[src/rtl/controle_desvio_if.sv]
// Handshake bundle between decode / ULA-comparison path / PC register and
// the branch/jump controller.
interface controle_desvio_if #(
    parameter int LARGURA_END = 32
);
    logic                   req_desvio;
    logic [1:0]             tipo_desvio;
    logic [LARGURA_END-1:0] pc_atual;
    logic [LARGURA_END-1:0] alvo;
    logic                   ula_valida;
    logic                   resultado_comparacao;
    logic                   ula_op_sub;
    logic                   branch_tipo;
    logic                   ocupado;
    logic                   pc_escrita;
    logic [LARGURA_END-1:0] pc_novo;
    logic                   flush;
    logic                   escreve_link;
    logic [LARGURA_END-1:0] endereco_link;
    logic                   erro_timeout;
    logic [15:0]            desvios_tomados;

    // Datapath side: presents requests and the comparison verdict.
    modport master (
        output req_desvio, tipo_desvio, pc_atual, alvo, ula_valida, resultado_comparacao,
        input  ula_op_sub, branch_tipo, ocupado, pc_escrita, pc_novo, flush,
               escreve_link, endereco_link, erro_timeout, desvios_tomados
    );

    // Controller side.
    modport slave (
        input  req_desvio, tipo_desvio, pc_atual, alvo, ula_valida, resultado_comparacao,
        output ula_op_sub, branch_tipo, ocupado, pc_escrita, pc_novo, flush,
               escreve_link, endereco_link, erro_timeout, desvios_tomados
    );
endinterface

[src/rtl/controle_desvio.sv]
// Multicycle branch/jump controller: accepts one transfer, waits for the
// ULA comparison on conditional branches, then issues a single PC update
// with flush/link pulses. Stalls the front end while a transfer is active.
module controle_desvio #(
    parameter int LARGURA_END   = 32,
    parameter int LIMITE_ESPERA = 8
) (
    input  logic             clock,
    input  logic             reset,
    controle_desvio_if.slave bus
);
    localparam int CW = (LIMITE_ESPERA > 1) ? $clog2(LIMITE_ESPERA) : 1;
    localparam logic [CW-1:0]          ESPERA_MAX = CW'(LIMITE_ESPERA - 1);
    localparam logic [CW-1:0]          ESPERA_UM  = CW'(1);
    localparam logic [LARGURA_END-1:0] QUATRO     = LARGURA_END'(4);

    typedef enum logic [1:0] {
        OCIOSO      = 2'd0,
        AGUARDA_ULA = 2'd1,
        ATUALIZA    = 2'd2
    } estado_t;

    estado_t                estado_q, estado_d;
    logic [1:0]             tipo_q, tipo_d;
    logic [LARGURA_END-1:0] pc_q, pc_d;
    logic [LARGURA_END-1:0] alvo_q, alvo_d;
    logic                   tomado_q, tomado_d;
    logic                   timeout_q, timeout_d;
    logic [CW-1:0]          espera_q, espera_d;
    logic [LARGURA_END-1:0] pc_novo_q, pc_novo_d;
    logic [LARGURA_END-1:0] link_q, link_d;
    logic [15:0]            desvios_q, desvios_d;

    // State register and all latched transfer context.
    always_ff @(posedge clock or posedge reset) begin
        if (reset) begin
            estado_q  <= OCIOSO;
            tipo_q    <= 2'b00;
            pc_q      <= '0;
            alvo_q    <= '0;
            tomado_q  <= 1'b0;
            timeout_q <= 1'b0;
            espera_q  <= '0;
            pc_novo_q <= '0;
            link_q    <= '0;
            desvios_q <= 16'h0000;
        end else begin
            estado_q  <= estado_d;
            tipo_q    <= tipo_d;
            pc_q      <= pc_d;
            alvo_q    <= alvo_d;
            tomado_q  <= tomado_d;
            timeout_q <= timeout_d;
            espera_q  <= espera_d;
            pc_novo_q <= pc_novo_d;
            link_q    <= link_d;
            desvios_q <= desvios_d;
        end
    end

    // Next-state logic; pc_novo is computed on the way into ATUALIZA so it
    // is already registered when pc_escrita is decoded.
    always_comb begin
        estado_d  = estado_q;
        tipo_d    = tipo_q;
        pc_d      = pc_q;
        alvo_d    = alvo_q;
        tomado_d  = tomado_q;
        timeout_d = timeout_q;
        espera_d  = espera_q;
        pc_novo_d = pc_novo_q;
        link_d    = link_q;
        desvios_d = desvios_q;
        case (estado_q)
            OCIOSO: begin
                if (bus.req_desvio) begin
                    tipo_d    = bus.tipo_desvio;
                    pc_d      = bus.pc_atual;
                    alvo_d    = bus.alvo;
                    link_d    = bus.pc_atual + QUATRO;
                    timeout_d = 1'b0;
                    espera_d  = '0;
                    if (bus.tipo_desvio[1]) begin
                        tomado_d  = 1'b1;
                        pc_novo_d = bus.alvo;
                        estado_d  = ATUALIZA;
                    end else begin
                        tomado_d  = 1'b0;
                        estado_d  = AGUARDA_ULA;
                    end
                end else begin
                    estado_d = OCIOSO;
                end
            end
            AGUARDA_ULA: begin
                if (bus.ula_valida) begin
                    tomado_d  = bus.resultado_comparacao;
                    pc_novo_d = bus.resultado_comparacao ? alvo_q : (pc_q + QUATRO);
                    estado_d  = ATUALIZA;
                end else if (espera_q == ESPERA_MAX) begin
                    tomado_d  = 1'b0;
                    timeout_d = 1'b1;
                    pc_novo_d = pc_q + QUATRO;
                    estado_d  = ATUALIZA;
                end else begin
                    espera_d  = espera_q + ESPERA_UM;
                end
            end
            ATUALIZA: begin
                estado_d = OCIOSO;
                if (tomado_q && (desvios_q != 16'hFFFF)) begin
                    desvios_d = desvios_q + 16'd1;
                end else begin
                    desvios_d = desvios_q;
                end
            end
            default: begin
                estado_d = OCIOSO;
            end
        endcase
    end

    // Moore decodes of the registered state.
    assign bus.ocupado         = (estado_q != OCIOSO);
    assign bus.ula_op_sub      = (estado_q == AGUARDA_ULA);
    assign bus.branch_tipo     = (estado_q == AGUARDA_ULA) & tipo_q[0];
    assign bus.pc_escrita      = (estado_q == ATUALIZA);
    assign bus.flush           = (estado_q == ATUALIZA) & tomado_q;
    assign bus.escreve_link    = (estado_q == ATUALIZA) & (tipo_q == 2'b11);
    assign bus.erro_timeout    = (estado_q == ATUALIZA) & timeout_q;
    assign bus.pc_novo         = pc_novo_q;
    assign bus.endereco_link   = link_q;
    assign bus.desvios_tomados = desvios_q;
endmodule

[src/flat_wrapper.sv]
// flat-port wrapper written by rule: the top's interface ports become plain ports
module controle_desvio_flat 
#(
    parameter int LARGURA_END   = 32,
    parameter int LIMITE_ESPERA = 8
)
  (clock, reset, bus_req_desvio, bus_tipo_desvio, bus_pc_atual, bus_alvo, bus_ula_valida, bus_resultado_comparacao, bus_ula_op_sub, bus_branch_tipo, bus_ocupado, bus_pc_escrita, bus_pc_novo, bus_flush, bus_escreve_link, bus_endereco_link, bus_erro_timeout, bus_desvios_tomados);
  controle_desvio_if #(.LARGURA_END(LARGURA_END)) bus_i ();
  input  logic clock;
  input  logic reset;
  input wire logic [$bits(bus_i.req_desvio)-1:0] bus_req_desvio;
  input wire logic [$bits(bus_i.tipo_desvio)-1:0] bus_tipo_desvio;
  input wire logic [$bits(bus_i.pc_atual)-1:0] bus_pc_atual;
  input wire logic [$bits(bus_i.alvo)-1:0] bus_alvo;
  input wire logic [$bits(bus_i.ula_valida)-1:0] bus_ula_valida;
  input wire logic [$bits(bus_i.resultado_comparacao)-1:0] bus_resultado_comparacao;
  output wire logic [$bits(bus_i.ula_op_sub)-1:0] bus_ula_op_sub;
  output wire logic [$bits(bus_i.branch_tipo)-1:0] bus_branch_tipo;
  output wire logic [$bits(bus_i.ocupado)-1:0] bus_ocupado;
  output wire logic [$bits(bus_i.pc_escrita)-1:0] bus_pc_escrita;
  output wire logic [$bits(bus_i.pc_novo)-1:0] bus_pc_novo;
  output wire logic [$bits(bus_i.flush)-1:0] bus_flush;
  output wire logic [$bits(bus_i.escreve_link)-1:0] bus_escreve_link;
  output wire logic [$bits(bus_i.endereco_link)-1:0] bus_endereco_link;
  output wire logic [$bits(bus_i.erro_timeout)-1:0] bus_erro_timeout;
  output wire logic [$bits(bus_i.desvios_tomados)-1:0] bus_desvios_tomados;
  assign bus_i.req_desvio = bus_req_desvio;
  assign bus_i.tipo_desvio = bus_tipo_desvio;
  assign bus_i.pc_atual = bus_pc_atual;
  assign bus_i.alvo = bus_alvo;
  assign bus_i.ula_valida = bus_ula_valida;
  assign bus_i.resultado_comparacao = bus_resultado_comparacao;
  assign bus_ula_op_sub = bus_i.ula_op_sub;
  assign bus_branch_tipo = bus_i.branch_tipo;
  assign bus_ocupado = bus_i.ocupado;
  assign bus_pc_escrita = bus_i.pc_escrita;
  assign bus_pc_novo = bus_i.pc_novo;
  assign bus_flush = bus_i.flush;
  assign bus_escreve_link = bus_i.escreve_link;
  assign bus_endereco_link = bus_i.endereco_link;
  assign bus_erro_timeout = bus_i.erro_timeout;
  assign bus_desvios_tomados = bus_i.desvios_tomados;
  controle_desvio #(.LARGURA_END(LARGURA_END), .LIMITE_ESPERA(LIMITE_ESPERA)) u_core (.clock(clock), .reset(reset), .bus(bus_i));
endmodule
[config.mk]
export PLATFORM = sky130hd
export DESIGN_NAME = controle_desvio_flat
export DESIGN_NICKNAME = d
export VERILOG_FILES = /design/src/rtl/controle_desvio_if.sv /design/src/rtl/controle_desvio.sv /design/src/flat_wrapper.sv
export SDC_FILE = /design/constraint.sdc
export NUM_CORES = 1
export LEC_CHECK = 0
export ABC_AREA = 1
export CORE_MARGIN = 8
export CORE_UTILIZATION = 45
export CTS_CLUSTER_SIZE = 10
export DETAILED_ROUTE_END_ITERATION = 12
export MAX_ROUTING_LAYER = met4
export PLACE_DENSITY = 0.71
export SLEW_MARGIN = 20
export SYNTH_ARGS = -nofsm -noshare
export SYNTH_HDL_FRONTEND = slang
export SYNTH_SLANG_ARGS = --single-unit
[constraint.sdc]
create_clock -name clock -period 8.45 [get_ports clock]
set_input_delay 1.69 -clock clock [delete_from_list [all_inputs] [get_ports clock]]
set_output_delay 1.69 -clock clock [all_outputs]
set_load 0.05 [all_outputs]
* Word-level counts from Yosys, hierarchy flattened
Cells that the tools add are included.
** Word-level totals
- Register bits :: 153
- Bits in latches :: 0
- Memory bits (writable) :: 0
- Bits in read-only memories :: 0
- Input bits :: 71
- Output and inout port bits :: 87
- Logic and storage cells :: 63
- Memories :: 0
** Cells by class
- Add/subtract/negate cells :: 4
- Multipliers :: 0
- Divide/modulo/power cells :: 0
- Order comparisons :: 0
- Equality and inequality tests :: 11
- Shift-type cells :: 0
- Multiplexer cells :: 24
- Bitwise gates (word level) :: 4
- Reductions and logical operators :: 10
** Operator list (count)
- 32-bit two-way mux :: 5
- 32-bit by 3-bit adder with 32-bit output (second input constant) :: 2
- 32-bit case mux with 2 select lines :: 1
- 16-bit by 1-bit adder with 16-bit output (second input constant) :: 1
- 16-bit inequality test (second input constant) :: 1
- 4-bit AND reduction :: 3
- 3-bit two-way mux :: 3
- 2-bit two-way mux :: 4
- 2-bit inequality test (second input constant) :: 4
- 1-bit two-way mux :: 7
- 3-bit case mux with 2 select lines :: 1
- 1-bit bitwise AND :: 4
- 2-bit equality test (second input constant) :: 2
- 1-bit case mux with 2 select lines :: 2
- 2-bit case mux with 2 select lines :: 1
- 2-bit AND reduction :: 2
- 2-bit nonzero test :: 2
- 3-bit by 1-bit adder with 3-bit output (second input constant) :: 1
- 3-bit equality test (second input constant) :: 1
- 3-bit by 2-bit inequality test with 1-bit output (second input constant) :: 1
- 3-bit AND reduction :: 1
- 2-bit by 1-bit equality test with 1-bit output (second input constant) :: 1
- 2-bit logical NOT :: 1
- 2-bit by 1-bit inequality test with 1-bit output (second input constant) :: 1
- 1-bit logical AND :: 1

* Depth between registers and ports, before layout
- Word-level depth :: 4
- Depth in mapped cells :: 11
- Depth with buffers taken out :: 11

* Worst setup path after synthesis
No wires, ideal clock.
- Kind :: reg2out
- Start point :: register u_core.estado_q[1]
- End point :: output port bus_escreve_link
- Arrival :: 2.114 ns
- Data required time :: 6.760 ns
- Setup slack :: 4.646 ns
- Stages on the path, launching flop included :: 5
- Path buffers :: 0
- Path through :: dfrtp_1 -> inv_2 -> nor2_2 -> inv_2 -> nor3_1
** On the way
- Word-level cells in the longest chain between the ends :: 2
** Ends and longest elaborated chain
- start: declaration :: line controle_desvio.sv:23 : estado_t estado_q, estado_d;
- start signal: assignment :: line controle_desvio.sv:48 : estado_q <= estado_d;
- 2-bit equality test
- net bus_pc_escrita :: line flat_wrapper.sv:20 : output wire logic [$bits(bus_i.pc_escrita)-1:0] bus_pc_escrita;
- 1-bit bitwise AND :: line controle_desvio.sv:129 : assign bus.escreve_link = (estado_q == ATUALIZA) & (tipo_q == 2'b11);
- end: declaration :: line flat_wrapper.sv:23 : output wire logic [$bits(bus_i.escreve_link)-1:0] bus_escreve_link;
The timed path passes the listed nets, and every way through them passes these cells.

* Worst setup path in the final report
- Start point :: register u_core.estado_q[1]
- End point :: output port bus_branch_tipo
** On the way
- Word-level cells in the longest chain between the ends :: 2
** Ends and longest elaborated chain
- 2-bit by 1-bit equality test with 1-bit output :: line controle_desvio.sv:126 : assign bus.branch_tipo = (estado_q == AGUARDA_ULA) & tipo_q[0];
- 1-bit bitwise AND :: line controle_desvio.sv:126
- end: declaration :: line flat_wrapper.sv:18 : output wire logic [$bits(bus_i.branch_tipo)-1:0] bus_branch_tipo;
No other way between the ends.

==> impl_metrics.ini <==
[setup_path]
cp_slowest_cell = clkdlybuf4s50_1
cp.required_ns = 6.76
r2r_start = u_core.estado_q[0]
path_depth = 5
ff2ff_setup_slack_ns = 5.92
critPathCapture = bus_branch_tipo
path_cells = inv_2 -> nand2_2 -> buf_4 -> nor2_1 -> clkdlybuf4s50_1
rr_worst_depth = 9
cp.arrival_ns = 2.38
end_kind = output port
crit_start = u_core.estado_q[1]
critical-path-top-delay-family = buffers and inverters
reg2reg_to = u_core.bus.endereco_link[28]
cp_num_buf_inv = 3
worstPathMaxFanout = 54
crit_type = reg -> out
max_stage_delay_ns = 0.84
startpoint_type = register

[detailed_routing]
num_vias = 7769
vias_per_cell = 5.14
drtAntennaViolNets = 0
dr.pass1.iters = 5
wl_microns = 23900
drc = 0
drt_iter0_markers = 587
wl_per_cell_microns = 15.8

[sta]
layout_setup_ws_ns = 4.38
tightest_slew_ns = 0.993
fmax_mhz = 245
slew_viol_final = 0
hold_viol = 0
tns_ns = 0
setup_viol = 0
final.min_clock_period_ns = 4.07
rsz0062_at_grt = no
skew_ns = 0.00730
final.period_utilization_pct = 48.2
slew_headroom_pct = 33.8

[clocking]
cts.sinks = 151
postCtsSetupRepairBufs = 0
post_cts_resized = 0
ctsLongestPathBuffers = 2
cts_tree = built
cts_max_level = 4
cts_root_buf = clkbuf_16
cts.clk_slew.worst_paths_ns = 0.06
cts_hold_buffers = 0
insertion_delay_ns = 0.42
numCtsBuffers = 17

[floorplanning]
rows = 49
io_pins = 158
die_x_microns = 151
dieArea_sq_um = 22700
dieHeight_microns = 151
core-area_sq_um = 17900
initial_core_util_pct = 45.6

[pwr]
combPwrFrac_pct = 45.8
net-switching-power_mw = 1.73
p_per_area_nw_per_um2 = 367
p_clk_share_pct = 21.5
ir_drop_mv = 0.248
power_leakage_nw = 4.79
internal_power_mw = 2.12
sw_frac_of_total_pct = 44.9
p_seq_share_pct = 32.6

[hold_path]
hp-class = reg -> reg
min_path_cells = 2

[logic_synthesis]
synth_area_leaders = dfrtp_1 46%, nand2_1 19%, nor2_1 6.8%
synth_area_per_cell_sq_um = 7.22
synth_top_cell_area_share_pct = 46.3
syn_inst = 1130
ys_seq_area_share_pct = 46.3
synth_async_sr_flop_share_pct = 100
syn-cell-area_sq_um = 8160
synth_seq_cells = 151
yosys.area.top_type = dfrtp_1
synthesis.nets = 1206
synth_warnings = 0
synth.distinct_cells = 39
synth_ff_type = dfrtp_1
synth_edf_count = 0

[grt]
grt_pass1_vias = 7246
grtUsageMet2_pct = 31.7
grt_max_degree = 96
grt_usage_pct = 21.9
grt_overflow = 0
gr-usage-met1_pct = 30.8
grt_pass1_wl_microns = 38000
top_usage_layer = met2
grt_antenna_before_repair = 0
grt_util_met3_pct = 3.58

[layout]
design_area_sq_um = 10500
final_util_pct = 58.6
layout_common_cells = 409 x nand2_1, 157 x clkdlybuf4s50_1, 151 x dfrtp_1
drive_gt1_share_pct = 5.46
area_growth_pct = 28.5
final_common_cell = nand2_1
antenna_cells = 0
num-nets-final = 1346

[placement]
numPortBuffers = 157
placed_cell_area_sq_um = 9840
gp_congestion = 0.899
detailed_place_hpwl_microns = 17400
dpl_worst_slack_ns = 4.34

[job]
drv_cap = 0

[status]
status = finished, final reports clean
-- cell families (layout without fill, tap and decap cells) --
kind of cell | count (synthesis) | count (layout) | share of synthesized area (%)
adders and majority gates | 5 | 5 | 0.767
AOI/OAI and AO/OA | 143 | 143 | 9.29
and+or+nand+nor | 673 | 673 | 33.8
xor gates and xnor gates | 26 | 26 | 2.79
buffers and inverters | 131 | 284 | 6.89
muxes | 1 | 1 | 0.138
DFF | 151 | 151 | 46.3
-- worst min path at each step --
stage | from | to | slack, ns
after floorplan | u_core.alvo_q[0] | u_core.alvo_q[0] | 0.44
after global placement | u_core.alvo_q[3] | u_core.alvo_q[3] | 0.46
after detailed placement | u_core.alvo_q[0] | u_core.alvo_q[0] | 0.46
after CTS | u_core.alvo_q[0] | u_core.alvo_q[0] | 0.48
after global routing | u_core.alvo_q[0] | u_core.alvo_q[0] | 0.49
final | u_core.alvo_q[3] | u_core.alvo_q[3] | 0.48
-- worst min-delay path, cell delays in order (launching register included) --
cell,delay [ns]
dfrtp_1,0.34
nand2_1,0.05
nand2_1,0.06
-- registers in the layout (all words and copies together) (netlist names) --
name	flops
u_core.bus.endereco_link	30
u_core.alvo_q	32
u_core.tipo_q	2
u_core.espera_q	3
u_core.bus.pc_novo	32
u_core.tomado_q	1
u_core.bus.desvios_tomados	16
u_core.estado_q	2
u_core.pc_q	32
u_core.timeout_q	1
-- metal layers --
layer  wire length (microns)  vias up
li1                        -     3870
met2                   10400      263
met4                     382        0
met1                   11600     3609
met3                    1430       27
met5                       0        -
-- stage by stage --
step | power (mW) | instances | hold slack [ns]
6_report | 3.85 | 1512 | 0.477
5_1_grt | 4.08 | 1512 | 0.494
4_1_cts | 3.87 | 1512 | 0.478
3_5_place_dp | 3.02 | 1480 | 0.461
3_3_place_gp | 3.01 | 1480 | 0.457
2_1_floorplan | 2.44 | 1130 | 0.444
-- power by group through the flow --
stage,clock (mW),combinational [mW],sequential (mW)
after global routing,0.871,1.91,1.30
after floorplan,0,0.692,1.75
after detailed placement,0,1.76,1.26
after CTS,0.843,1.77,1.25
final,0.829,1.76,1.26
after global placement,0,1.75,1.26
-- cells in the mapped netlist, types with 2 or more instances --
cell type and number:
nand3_1 65, o21bai_1 2, inv_2 7, dfrtp_1 151
and3_1 2, a21oi_1 57, nor3_1 14, o21ai_0 53
buf_4 5, and2_1 2, nor2_1 148, inv_1 81
buf_6 4, nor2_4 3, buf_2 15, nand2_2 6
nand4_1 7, a31oi_1 9, nand2_1 410, nor3_2 3
ha_1 5, o21ai_1 12, xor2_1 16, o211ai_1 7
clkbuf_1 16, nor2_2 8, xnor2_1 10
-- layout make-up --
class | count | area [sq um]
fill | 1662 | 7420
multi-input combinational | 848 | 3820
sequential | 151 | 3780
timing repair buffer | 162 | 1610
clock buffer | 19 | 443
inverter | 90 | 345
tap | 229 | 287
clock inverter | 13 | 200
Power figures use the tool's default switching activity.
